`src/rtl/uart_tx_frame.sv`:
```
// Parametrised UART transmitter: valid/ready word input, LSB-first serial output,
// configurable width and stop bits. Define UART_TX_PARITY_EN to add a parity bit.
module uart_tx_frame #(
  parameter int DATA_BITS    = 8,
  parameter int CLKS_PER_BIT = 868,
  parameter int STOP_BITS    = 1,
  parameter int PARITY_ODD   = 0
) (
  input  logic                 i_clk,
  input  logic                 i_reset,
  input  logic                 i_valid,
  input  logic [DATA_BITS-1:0] i_data,
  output logic                 o_ready,
  output logic                 o_txd,
  output logic                 o_busy,
  output logic                 o_done
);

  localparam int BAUD_W = $clog2(CLKS_PER_BIT);
  localparam int BIT_W  = $clog2(DATA_BITS + 1);

  localparam logic [BAUD_W-1:0] BAUD_LAST = BAUD_W'(CLKS_PER_BIT - 1);
  localparam logic [BIT_W-1:0]  DATA_LAST = BIT_W'(DATA_BITS - 1);
  localparam logic [BIT_W-1:0]  STOP_LAST = BIT_W'(STOP_BITS - 1);

  typedef enum logic [2:0] {
    IDLE   = 3'd0,
    START  = 3'd1,
    DATA   = 3'd2,
`ifdef UART_TX_PARITY_EN
    PARITY = 3'd3,
`endif
    STOP   = 3'd4
  } state_e;

  state_e                state_q, state_d;
  logic [BAUD_W-1:0]     baud_q, baud_d;
  logic [BIT_W-1:0]      bit_q, bit_d;
  logic [DATA_BITS-1:0]  shift_q, shift_d;
  logic                  txd_q, txd_d;
  logic                  baudEnd;

`ifdef UART_TX_PARITY_EN
  localparam logic PARITY_SENSE = (PARITY_ODD != 0);
  logic parity_q, parity_d;
`else
  if (PARITY_ODD != 0) begin : gParityOddIgnored
  end
`endif

  assign baudEnd = (baud_q == BAUD_LAST);

  always_ff @(posedge i_clk or negedge i_reset) begin
    if (!i_reset) begin
      state_q  <= IDLE;
      baud_q   <= '0;
      bit_q    <= '0;
      shift_q  <= '0;
      txd_q    <= 1'b1;
`ifdef UART_TX_PARITY_EN
      parity_q <= 1'b0;
`endif
    end else begin
      state_q  <= state_d;
      baud_q   <= baud_d;
      bit_q    <= bit_d;
      shift_q  <= shift_d;
      txd_q    <= txd_d;
`ifdef UART_TX_PARITY_EN
      parity_q <= parity_d;
`endif
    end
  end

  // bit_q counts data bits in DATA and stop bits in STOP
  always_comb begin
    state_d  = state_q;
    baud_d   = baudEnd ? '0 : baud_q + 1'b1;
    bit_d    = bit_q;
    shift_d  = shift_q;
`ifdef UART_TX_PARITY_EN
    parity_d = parity_q;
`endif
    case (state_q)
      IDLE: begin
        baud_d = '0;
        bit_d  = '0;
        if (i_valid) begin
          state_d  = START;
          shift_d  = i_data;
`ifdef UART_TX_PARITY_EN
          parity_d = ^i_data;
`endif
        end
      end
      START: begin
        if (baudEnd) state_d = DATA;
      end
      DATA: begin
        if (baudEnd) begin
          shift_d = shift_q >> 1;
          if (bit_q == DATA_LAST) begin
            bit_d = '0;
`ifdef UART_TX_PARITY_EN
            state_d = PARITY;
`else
            state_d = STOP;
`endif
          end else begin
            bit_d = bit_q + 1'b1;
          end
        end
      end
`ifdef UART_TX_PARITY_EN
      PARITY: begin
        if (baudEnd) state_d = STOP;
      end
`endif
      STOP: begin
        if (baudEnd) begin
          if (bit_q == STOP_LAST) begin
            state_d = IDLE;
            bit_d   = '0;
          end else begin
            bit_d = bit_q + 1'b1;
          end
        end
      end
      default: state_d = IDLE;
    endcase
  end

  // The line level is computed from the next state so o_txd changes on the same edge as the state
  always_comb begin
    txd_d   = 1'b1;
    o_ready = (state_q == IDLE);
    o_busy  = (state_q != IDLE);
    o_done  = (state_q == STOP) && baudEnd && (bit_q == STOP_LAST);
    case (state_d)
      START:  txd_d = 1'b0;
      DATA:   txd_d = shift_d[0];
`ifdef UART_TX_PARITY_EN
      PARITY: txd_d = parity_q ^ PARITY_SENSE;
`endif
      default: txd_d = 1'b1;
    endcase
  end

  assign o_txd = txd_q;

endmodule

```
`config.mk`:
```
export PLATFORM = sky130hd
export DESIGN_NAME = uart_tx_frame
export DESIGN_NICKNAME = d
export VERILOG_FILES = /design/src/rtl/uart_tx_frame.sv
export SDC_FILE = /design/constraint.sdc
export NUM_CORES = 1
export LEC_CHECK = 0
export BUFFER_PORTS_ARGS = -buffer_cell sky130_fd_sc_hd__buf_2
export CORE_MARGIN = 2
export CORE_UTILIZATION = 51
export CTS_CLUSTER_SIZE = 20
export DETAILED_ROUTE_END_ITERATION = 8
export GPL_TIMING_DRIVEN = 0
export MAX_ROUTING_LAYER = met4
export PLACE_DENSITY = 0.85
export SETUP_SLACK_MARGIN = 0.5
export SYNTH_ARGS = -nofsm -noshare
export SYNTH_HDL_FRONTEND = slang
export SYNTH_SLANG_ARGS = --single-unit
```
`constraint.sdc`:
```
create_clock -name i_clk -period 1.6 [get_ports i_clk]
set_input_delay 0.32 -clock i_clk [delete_from_list [all_inputs] [get_ports i_clk]]
set_output_delay 0.32 -clock i_clk [all_outputs]
set_load 0.01 [all_outputs]
```
==> qor.yml <==
status: "finished, violations left"
violations: "setup timing"
postLayoutCellArea_um2: 2250
io_pins: 15
vias: 1424
start_kind: "flip-flop"
syn_nets: 144
clk_pin_slew_ns: 0.15
dp_worst_setup_slack_ns: -0.264
num_rows: 18
drv_cap: 0
antenna_found_initial: 0
clk_latency_ns: 0.33
synth.most_common_cell: "dfrtp_1"
clk_path_buf_depth: 2
die_area_um2: 3070
worst_path_max_delay_cell: "dfrtp_1"
avgViaCountPerCell: 6.44
die_h_um: 55.4
slew_headroom_pct: 61.5
async_flop_share_pct: 100
fin_crit_sh_pct: 128
fin_nets: 206
power_leakage_nw: 1.03
fin_crit_ns: 2.05
finalHoldViolations: 0
totalWireLength_um: 5710
fmax_ghz: 0.488
grt_pass1_wl_um: 7980
clock_sinks: 26
htreeDepth: 1
placed_area_um2: 1510
synth-seq-cells: 26
wl_per_cell_um: 25.8
fin_skew_ns: 0.00349
cts_tree: "yes"
p_per_area_nw_per_um2: 901
hold_slack_ns: 0.216
vdd_ir_drop_max_mv: 0.965
yosys_warnings: 0
area_delta_synth_final_pct: 66.9
fill_cells: 90
worst_slew_pin_slew_ns: 0.577
wl_met1_um: 2250
cp-end-kind: "flip-flop"
cts_buffers: 3
grt_start_max_net_pins: 27
synth_top_area_cell: "dfrtp_1"
grtUsageTotal_pct: 35.1
min_from: "i_data[7]"
synth_area_um2: 1350
dr.first_iter.drc_count: 98
synth_edf_count: 0
gp_congestion: 0.842
drcViolationCount: 0
synthFlopType: "dfrtp_1"
drt-pass1-iter-count: 4
die_x_um: 55.4
reg2reg_from: "bit_q[0]$_DFFE_PN0P_"
hp-class: "in -> reg"
cp-startpoint: "bit_q[0]$_DFFE_PN0P_"
yosys-top-cells-count: "25 x dfrtp_1, 12 x nor2_1, 11 x nand2_1, 8 x a22o_1"
crit_chain: "inv_2 > buf_4 > buf_6 > buf_4 > buf_6 > buf_6 > buf_6 > buf_6 > buf_4 > buf_6 > buf_6 > buf_6 > buf_4 > nand2_2 > o21ai_2"
required_ns: 1.83
wl_met3_um: 579
crit_type: "reg -> reg"
ys_seq_area_share_pct: 48.4
synthTopCellsByArea: "dfrtp_1 46%, a22o_1 5.2%, a21o_1 3.3%"
coreArea_um2: 2500
antennaDiodeCount: 0
syn_avg_cell_area_um2: 10.4
cts-root-buf: "clkbuf_4"
synth_cell_types: 41
io_buffers: 14
cpMostUsedCell: "buf_6"
overflow: 0
drive_gt1_share_pct: 59.2
slew_violations: 0
max_stage_delay_ns: 0.39
initial_core_util_pct: 53.9
dp_hpwl_um: 1880
cp_data_arrival_time_ns: 2.28
fin_ws_ns: -0.448
met2WireLength_um: 2580
rsz0062_at_grt: "true"
setup_violations: 18
synth_top_area_share_pct: 46.4
cp_max_fo: 2
syn_inst: 130
power.total_w: 0.00203
ant_nets: 0
grt_pass1_vias: 1518
routed.top_layer: "met4"
## state kept, by name, indices dropped and copies added, names as in the netlist
register and cells:
baud_q 10, bit_q 4, o_txd 1, shift_q 8, state_q 3
## metal layers
layer  vias to the layer above  GRT usage, %
met2                       114          55.6
met5                         -             -
met4                         0          13.2
li1                        593             -
met1                       682          44.1
met3                        35          7.96
## worst paths after layout
path / cells past startpoint / slack, ns / endpoint
min in group asynchronous: 2 / 0.51 / state_q[0]$_DFF_PN0_
max in group asynchronous: 2 / 0.69 / baud_q[2]$_DFF_PN0_
worst max register to register: 15 / -0.45 / bit_q[0]$_DFFE_PN0P_
worst max-delay path: 15 / -0.45 / bit_q[0]$_DFFE_PN0P_
worst min register to register: 1 / 0.52 / shift_q[3]$_DFFE_PN0P_
worst min-delay path: 2 / 0.22 / shift_q[7]$_DFFE_PN0P_
## cell type report
cell class	instances	area [um2]	area share [%]
sequential	26	654	29.1
tap	30	37.5	1.67
clock inverter	1	30.0	1.34
multi-input combinational	97	952	42.3
clock buffer	3	22.5	1.00
inverter	5	21.3	0.946
buffer	3	33.8	1.50
timing repair buffer	56	497	22.1
## power breakdown
| part | internal (W) | total [W] | switching, W |
|---|---|---|---|
| Clock | 0.000253 | 0.000464 | 0.000211 |
| Combinational | 0.000354 | 0.000688 | 0.000334 |
| Sequential | 0.000774 | 0.000874 | 0.0000993 |
| Total | 0.00138 | 0.00203 | 0.000644 |
## placed cells by master, fill, tap and decap left out, types with 2 or more instances in the layout
cell type / instances
nor4_4: 2
a22o_1: 7
buf_2: 10
nor2_4: 8
dfrtp_1: 23
nand4_1: 2
nor2_1: 2
inv_2: 2
a21o_1: 6
xnor2_1: 4
clkbuf_4: 3
ha_4: 3
nand2_1: 7
nand2_2: 3
xor2_1: 4
inv_1: 2
nand2_8: 2
o21ai_0: 3
buf_4: 22
and2_4: 2
nand3_1: 5
or3b_4: 4
buf_6: 24
dfrtp_2: 2
nor3_1: 2
nor2_2: 3
## per-stage QoR
step	setup TNS (ns)	instances	util [%]
global route	-4.95	221	89.9
global placement	-2.24	174	60.3
CTS	-2.35	211	79.5
floorplan	-0.358	130	-
detailed placement	-2.57	174	60.3
finish	-4.24	221	89.9
## cells by family after synthesis
group | share of synthesized area, %
flops | 48.4
simple gates | 24.3
xor+xnor | 5.20
compound gates | 16.3
fa+ha+maj | 2.79
buf+inv | 2.97
## worst max-delay path, delay by kind of cell, from the launching register on
family	cells	cell delay [ns]
buffers and inverters	13	1.41
DFF	1	0.39
and+or+nand+nor	1	0.07
AOI/OAI and AO/OA	1	0.07
## timing repair
action	CTS	global route
cloned	2	0
hold endpoints to repair	25	0
resized for setup	34	43
hold buffers	1	0
setup endpoints to repair	30	30
buffers inserted	30	10
pin swaps	14	14
Power figures use the tool's default switching activity.
